<file path="src/rtl/sram_arbiter.sv">
// rtl/sram_arbiter.sv - two-client single-word sequencer for a 512Kx16 async SRAM
// Define SRAM_FIXED_PRIO_EN for strict port-0 priority instead of round-robin.
module sram_arbiter #(
   parameter int WAIT_CYCLES = 2,
   parameter int ADR_W       = 19,
   parameter int DAT_W       = 16
) (
   input  logic             clk,
   input  logic             rst_n,
   input  logic             req0_valid,
   input  logic             req0_we,
   input  logic [ADR_W-1:0] req0_addr,
   input  logic [DAT_W-1:0] req0_wdata,
   output logic             req0_ack,
   output logic [DAT_W-1:0] req0_rdata,
   input  logic             req1_valid,
   input  logic             req1_we,
   input  logic [ADR_W-1:0] req1_addr,
   input  logic [DAT_W-1:0] req1_wdata,
   output logic             req1_ack,
   output logic [DAT_W-1:0] req1_rdata,
   output logic [ADR_W-1:0] ram_adr,
   output logic [DAT_W-1:0] ram_dat_o,
   input  logic [DAT_W-1:0] ram_dat_i,
   output logic             ram_dat_oe,
   output logic             ram_cs_n,
   output logic             ram_oe_n,
   output logic             ram_we_n
);

   typedef enum logic [1:0] {IDLE, SETUP, ACCESS, HOLD} state_t;

   localparam logic [3:0] CNT_LOAD = 4'(WAIT_CYCLES - 1);

   state_t           state_q, state_d;
   logic [3:0]       cnt_q, cnt_d;
   logic             gnt_q, gnt_d;
   logic             we_q, we_d;
   logic [ADR_W-1:0] adr_q, adr_d;
   logic [DAT_W-1:0] dat_o_q, dat_o_d;
   logic             dat_oe_q, dat_oe_d;
   logic             cs_n_q, cs_n_d;
   logic             oe_n_q, oe_n_d;
   logic             we_n_q, we_n_d;
   logic             ack0_q, ack0_d;
   logic             ack1_q, ack1_d;
   logic [DAT_W-1:0] rdata0_q, rdata0_d;
   logic [DAT_W-1:0] rdata1_q, rdata1_d;
`ifndef SRAM_FIXED_PRIO_EN
   logic             last_q, last_d;
`endif

   logic             grant_any;
   logic             grant_sel;
   logic             sel_we;
   logic [ADR_W-1:0] sel_addr;
   logic [DAT_W-1:0] sel_wdata;

   always_comb begin
      grant_any = req0_valid | req1_valid;
`ifdef SRAM_FIXED_PRIO_EN
      grant_sel = ~req0_valid;
`else
      // with both requesting, serve the port that was not served last
      if (req0_valid && req1_valid) grant_sel = ~last_q;
      else                          grant_sel = ~req0_valid;
`endif
      sel_we    = grant_sel ? req1_we    : req0_we;
      sel_addr  = grant_sel ? req1_addr  : req0_addr;
      sel_wdata = grant_sel ? req1_wdata : req0_wdata;
   end

   always_comb begin
      state_d  = state_q;
      cnt_d    = cnt_q;
      gnt_d    = gnt_q;
      we_d     = we_q;
      adr_d    = adr_q;
      dat_o_d  = dat_o_q;
      dat_oe_d = dat_oe_q;
      cs_n_d   = cs_n_q;
      oe_n_d   = oe_n_q;
      we_n_d   = we_n_q;
      ack0_d   = 1'b0;
      ack1_d   = 1'b0;
      rdata0_d = rdata0_q;
      rdata1_d = rdata1_q;
`ifndef SRAM_FIXED_PRIO_EN
      last_d   = last_q;
`endif
      unique case (state_q)
         IDLE: begin
            if (grant_any) begin
               state_d  = SETUP;
               gnt_d    = grant_sel;
               we_d     = sel_we;
               adr_d    = sel_addr;
               cs_n_d   = 1'b0;
               dat_oe_d = sel_we;
               if (sel_we) dat_o_d = sel_wdata;
`ifndef SRAM_FIXED_PRIO_EN
               last_d   = grant_sel;
`endif
            end
         end
         SETUP: begin
            state_d = ACCESS;
            cnt_d   = CNT_LOAD;
            if (we_q) we_n_d = 1'b0;
            else      oe_n_d = 1'b0;
         end
         ACCESS: begin
            if (cnt_q == 4'd0) begin
               state_d = HOLD;
               we_n_d  = 1'b1;
               oe_n_d  = 1'b1;
               if (gnt_q) ack1_d = 1'b1;
               else       ack0_d = 1'b1;
               // strobe is still low here, so ram_dat_i is settled
               if (!we_q) begin
                  if (gnt_q) rdata1_d = ram_dat_i;
                  else       rdata0_d = ram_dat_i;
               end
            end else begin
               cnt_d = cnt_q - 4'd1;
            end
         end
         HOLD: begin
            state_d  = IDLE;
            cs_n_d   = 1'b1;
            dat_oe_d = 1'b0;
         end
         default: state_d = IDLE;
      endcase
   end

   always_ff @(posedge clk or negedge rst_n) begin
      if (!rst_n) begin
         state_q  <= IDLE;
         cnt_q    <= 4'd0;
         gnt_q    <= 1'b0;
         we_q     <= 1'b0;
         adr_q    <= '0;
         dat_o_q  <= '0;
         dat_oe_q <= 1'b0;
         cs_n_q   <= 1'b1;
         oe_n_q   <= 1'b1;
         we_n_q   <= 1'b1;
         ack0_q   <= 1'b0;
         ack1_q   <= 1'b0;
         rdata0_q <= '0;
         rdata1_q <= '0;
`ifndef SRAM_FIXED_PRIO_EN
         last_q   <= 1'b1;
`endif
      end else begin
         state_q  <= state_d;
         cnt_q    <= cnt_d;
         gnt_q    <= gnt_d;
         we_q     <= we_d;
         adr_q    <= adr_d;
         dat_o_q  <= dat_o_d;
         dat_oe_q <= dat_oe_d;
         cs_n_q   <= cs_n_d;
         oe_n_q   <= oe_n_d;
         we_n_q   <= we_n_d;
         ack0_q   <= ack0_d;
         ack1_q   <= ack1_d;
         rdata0_q <= rdata0_d;
         rdata1_q <= rdata1_d;
`ifndef SRAM_FIXED_PRIO_EN
         last_q   <= last_d;
`endif
      end
   end

   assign req0_ack   = ack0_q;
   assign req1_ack   = ack1_q;
   assign req0_rdata = rdata0_q;
   assign req1_rdata = rdata1_q;
   assign ram_adr    = adr_q;
   assign ram_dat_o  = dat_o_q;
   assign ram_dat_oe = dat_oe_q;
   assign ram_cs_n   = cs_n_q;
   assign ram_oe_n   = oe_n_q;
   assign ram_we_n   = we_n_q;

endmodule

</file>
<file path="config.mk">
export PLATFORM = sky130hd
export DESIGN_NAME = sram_arbiter
export DESIGN_NICKNAME = d
export VERILOG_FILES = /design/src/rtl/sram_arbiter.sv
export SDC_FILE = /design/constraint.sdc
export NUM_CORES = 1
export LEC_CHECK = 0
export ABC_AREA = 1
export BUFFER_PORTS_ARGS = -buffer_cell sky130_fd_sc_hd__buf_2
export CAP_MARGIN = 20
export CORE_ASPECT_RATIO = 0.75
export CORE_MARGIN = 2
export CORE_UTILIZATION = 48
export CTS_CLUSTER_DIAMETER = 120
export CTS_CLUSTER_SIZE = 24
export DETAILED_ROUTE_END_ITERATION = 6
export GPL_ROUTABILITY_DRIVEN = 0
export PLACE_DENSITY_LB_ADDON = 0.08
export SETUP_SLACK_MARGIN = 0.1
export SLEW_MARGIN = 20
export SYNTH_ARGS = -nofsm -noshare
export SYNTH_HDL_FRONTEND = slang
export SYNTH_SLANG_ARGS = --single-unit
</file>
<file path="constraint.sdc">
create_clock -name clk -period 1.9 [get_ports clk]
set_clock_uncertainty 0.2 [all_clocks]
set_input_delay 0.19 -clock clk [delete_from_list [all_inputs] [get_ports clk]]
set_output_delay 0.19 -clock clk [all_outputs]
set_load 0.005 [all_outputs]
</file>
======== After elaboration in Yosys (flattened, before gate mapping) ========
Index checks and enable logic that the tools add are counted.
cells by class
  $add $sub $neg .......................... 1
  multiplexer cells ....................... 24
  reduce and logical (&&, ||, !) cells .... 14
  bitwise operators ....................... 5
  equality and inequality tests ........... 8
operators by type and width
  cell                 number
  $mux 19              1
  $mux 16              1
  $mux 1               13
  $ne 2x2->1 const B   5
  $reduce_and 3->1     3
  $pmux 1 s2           4
  $pmux 2 s4           1
  $pmux 4 s2           1
  $reduce_and 2->1     4
  $reduce_and 4->1     2
  $eq 2x2->1 const B   2
  $logic_not 4->1      1
  $mux 2               2
  $mux 4               1
  $not 1->1            4
  $reduce_bool 2->1    2
  $sub 4x1->4 const B  1
  $eq 2x1->1 const B   1
  $logic_not 2->1      1
  $logic_and 1x1->1    1
  $or 1x1->1           1
word-level totals
  input bits .............................. 92
  flip-flop bits (word level) ............. 82
  word-level logic and storage cells ...... 67

======== Depth between registers and ports, before layout ========
  depth in word-level cells ............... 5
  gate-level depth with buffers ........... 9

======== Worst setup path before layout ========
OpenSTA, ideal clock, no wires.
  path type ............................... flip-flop to flip-flop
  start ................................... register state_q[0]
  end ..................................... register dat_o_q[10], in the netlist ram_dat_o[10]
  setup slack ............................. 185 ps
  cell stages (with the launch flop) ...... 10
  library setup time ...................... 117 ps
  data required time ...................... 1,583 ps
  buffers on the path ..................... 2
  clock period less this slack ............ 1,715 ps
  arrival ................................. 1,398 ps
  cells stage by stage .................... dfrtp_1 > inv_1 > ha_1 > inv_1 > buf_6 > nor2_4 > nand3_2 > buf_2 > nand2_1 > nand2_1
on the way
  cells in the longest elaborated chain, start to end .. 2
ends and longest elaborated chain
  element                     line  source
  start: declaration          35    state_t state_q, state_d;
  start signal: assignment    157   state_q <= state_d;
  $logic_not 2->1             91    unique case (state_q)
  $reduce_and 3->1 (no line)  --
  end signal: assignment      162   dat_o_q <= dat_o_d;
  end: declaration            40    logic [DAT_W-1:0] dat_o_q, dat_o_d;
Every way passes these cells.
A chain may end at the register's enable or synchronous reset.

======== Worst setup path after layout ========
  start ................................... register state_q[1]
  end ..................................... register adr_q[4], in the netlist ram_adr[4]
on the way
  cells in the longest elaborated chain, start to end .. 2
ends and longest elaborated chain
  element                     line  source
  $logic_not 2->1             91
  $reduce_and 2->1 (no line)  --
  end signal: assignment      161   adr_q <= adr_d;
  end: declaration            39    logic [ADR_W-1:0] adr_q, adr_d;
Every way passes these cells.

==> metrics.md <==
| Metric | Value |
|---|---|
| Total congestion overflow | `0` |
| Power share of the combinational group | `45.1%` |
| Count of cell types in the netlist | `28` |
| Vias in the first global route | `3961` |
| Initial core utilization | `49.2%` |
| Pwr Density | `1360 nW/um^2` |
| DRC Markers | `0` |
| Clock Sinks | `82` |
| Root buf cell | `clkbuf_8` |
| Initial antenna violation count | `0` |
| Req. time, crit path | `1.97 ns` |
| Clock tree buffer depth | `2` |
| CP Launch Point | `state_q[1]` |
| Via density per instance | `5.09` |
| First-pass GRT wire length | `18700 um` |
| Die Width | `108 um` |
| Met1 wire length | `5090 um` |
| Vias | `4183` |
| Filler cell count | `571` |
| Ant diodes | `0` |
| Synthesized cell area | `3880 sq um` |
| Setup tns final | `0 ns` |
| Crit path DAT | `1.83 ns` |
| Share of layout cells above drive strength 1 | `31.1%` |
| RSZ-0062 raised after global routing | `yes` |
| Largest net degree at the start of global routing | `40` |
| Final setup fails | `0` |
| Routed wl met2 | `5720 um` |
| Hpwl dp | `7390 um` |
| Clk slew on worst S/H paths | `0.09 ns` |
| Uppermost layer routed | `met4` |
| Maximum clock rate | `566 MHz` |
| Area delta synth->final | `52.7%` |
| Switching Share | `39.8%` |
| Hold Fails Final Rpt | `0` |
| Post-synthesis sequential area ratio | `53.0%` |
| Max-slew violation count | `0` |
| Iteration-0 DRC Markers | `293` |
| Clk_lat worst skew | `0.34 ns` |
| Antenna Nets Post-Route | `0` |
| H-Tree Depth | `3` |
| Sequential power share | `38.7%` |
| 1st-pass router iterations | `5` |
| Placed inst area | `4810 sq um` |
| Yosys reg bits | `82` |
| Fin area | `5930 sq um` |
| Outcome | `finished clean` |
| Global Route Usage Sum | `27.1%` |
| Rel. slew slack | `73.2%` |
| NumNets Final | `810` |
| Post-Syn Instances | `461` |
| Total length of routed wires | `12000 um` |
| CTS Buf Count | `9` |
| P_int | `0.00487 W` |
| Net Sw Power | `0.00321 W` |
| RR Startpoint | `state_q[1]` |
| Mapped Avg Cell Area | `8.42 sq um` |
| Crit path launch type | `flop` |
| Top cells by area, synth | `dfrtp_1 (50%), nand2_1 (15%), nand3_1 (9.3%), o21ai_0 (5.9%), dfstp_2 (2.7%)` |
| Top Ports | `165` |
| Max-Cap Viols | `0` |
| Type of the worst setup path | `reg2reg` |
| Worst slew pin tran | `0.399 ns` |
| Port Buf Inserts | `164` |
| Syn nets | `559` |
| HP Class | `in2reg` |
| Hold_sp | `req0_wdata[3]` |
| Critical path fanouts, max | `10` |
| Row cnt | `28` |
| Syn. warnings | `0` |
| Met3 routed wirelength | `834 um` |
| Post-route minimum period | `1.77 ns` |
| Die Y-Extent | `81.9 um` |
| Placeable Area | `7880 sq um` |
| Peak VDD IR | `0.675 mV` |
| Lkg Pwr | `3.13 nW` |
| Synth area leader | `dfrtp_1` |
| Die area | `8830 sq um` |
| Drt wl/cell | `14.6 um` |
| Clock power frac | `16.2%` |
| Yosys top cell area share | `50.3%` |
| Final Cycle Share | `93.0%` |
| Crit end category | `flop` |
| TritonCTS clock tree | `yes` |
[Yosys cell counts]
cell type	instances
dfrtp_1	78
nor3_1	1
clkinv_1	1
nor2_2	1
dfstp_2	4
xor2_1	1
clkbuf_1	6
nand3_4	1
nand3_2	1
buf_1	1
o21ai_1	20
o21ai_0	46
nand2_2	1
o21bai_1	1
nor2_1	4
nand2_1	158
inv_2	2
a21oi_1	19
or2_2	1
buf_6	5
buf_4	4
ha_1	6
inv_1	10
buf_2	12
nor2_8	1
nand2_4	2
nor2_4	2
nand3_1	72
[layout make-up]
| cell class | instances | area (sq um) | area share, % |
|---|---|---|---|
| multi-input cells | 339 | 1640 | 27.6 |
| clock buffers | 9 | 124 | 2.09 |
| inverters | 13 | 48.8 | 0.823 |
| repair buffers | 267 | 1850 | 31.2 |
| flip-flops and latches | 82 | 2060 | 34.7 |
| clock inverters | 7 | 81.3 | 1.37 |
| well taps | 105 | 131 | 2.22 |
[routing by layer]
metal | vias up | global-route usage [%]
met5 | - | 0
met4 | 0 | 11.7
met3 | 34 | 5.79
met2 | 180 | 43.8
met1 | 1935 | 35.8
li1 | 2034 | -
[cell usage in the layout, fill, tap and decap left out, types with 9 or more instances in the layout]
cell | synthesis | final
o21ai_1 | 20 | 20
o21ai_0 | 46 | 46
buf_4 | 4 | 20
buf_2 | 12 | 163
clkbuf_8 | 0 | 9
inv_1 | 10 | 9
a21oi_1 | 19 | 19
dlygate4sd3_1 | 0 | 80
nand2_1 | 158 | 158
dfrtp_1 | 78 | 78
nand3_1 | 72 | 72
[path summary, 6_finish.rpt]
check	slack, ns	cells after the start	to
worst min-delay path	0.009	5	ram_dat_o[3]
max in group asynchronous	0.76	3	ram_oe_n
min in group asynchronous	0.09	2	ram_adr[12]
worst min register to register	0.27	2	ram_we_n
worst max-delay path	0.13	8	ram_adr[4]
worst max register to register	0.13	8	ram_adr[4]
[through the flow]
step	util, %	setup WS (ns)	hold slack [ns]	cells	power [W]
2_1_floorplan	-	0.185	-0.306	461	0.00500
3_3_place_gp	61.0	0.126	-0.0691	720	0.00631
3_5_place_dp	61.0	0.0329	-0.0741	720	0.00642
4_1_cts	73.9	0.0959	0.000300	816	0.00788
5_1_grt	75.2	0.0235	0.0269	822	0.00877
6_report	75.2	0.134	0.00852	822	0.00808
[state kept, by name (all words and copies together) (netlist names)]
signal / cells
req1_ack: 1
gnt_q: 1
ram_dat_o: 16
req1_rdata: 16
req0_rdata: 16
cnt_q: 4
last_q: 1
ram_oe_n: 1
state_q: 2
ram_dat_oe: 1
ram_adr: 19
we_q: 1
ram_cs_n: 1
ram_we_n: 1
req0_ack: 1
[power groups by stage]
stage	clock network, W	logic, W	registers [W]
after detailed placement	0	0.00331	0.00311
after floorplan	0	0.00183	0.00316
after global placement	0	0.00320	0.00311
after CTS	0.00134	0.00343	0.00310
final	0.00131	0.00364	0.00312
after global routing	0.00141	0.00414	0.00322
[timing repair]
action	4_1_cts	5_1_grt
pin swaps	0	2
hold buffers	80	0
gates cloned	0	2
endpoints found under the setup margin	16	76
gates resized for setup	1	7
hold endpoints to repair	147	0
setup buffers	0	4
[critical path, stage by stage, from the launching register on]
cell	delay (ns)
dfrtp_1	0.42
inv_1	0.12
ha_2	0.21
inv_1	0.08
nor2_4	0.13
buf_12	0.14
buf_8	0.12
o21ai_0	0.10
o21ai_1	0.16
[cells by family (layout without fill, tap and decap cells)]
family	Yosys count	in the layout	share of synthesized area, %
AOI/OAI and AO/OA	86	86	11.2
xor gates and xnor gates	1	1	0.226
adders and majority gates	6	6	1.93
buffers and inverters	41	296	5.71
DFF	82	82	53.0
and+or+nand+nor	245	246	28.0
No activity file was read; power rests on OpenSTA's default activity.
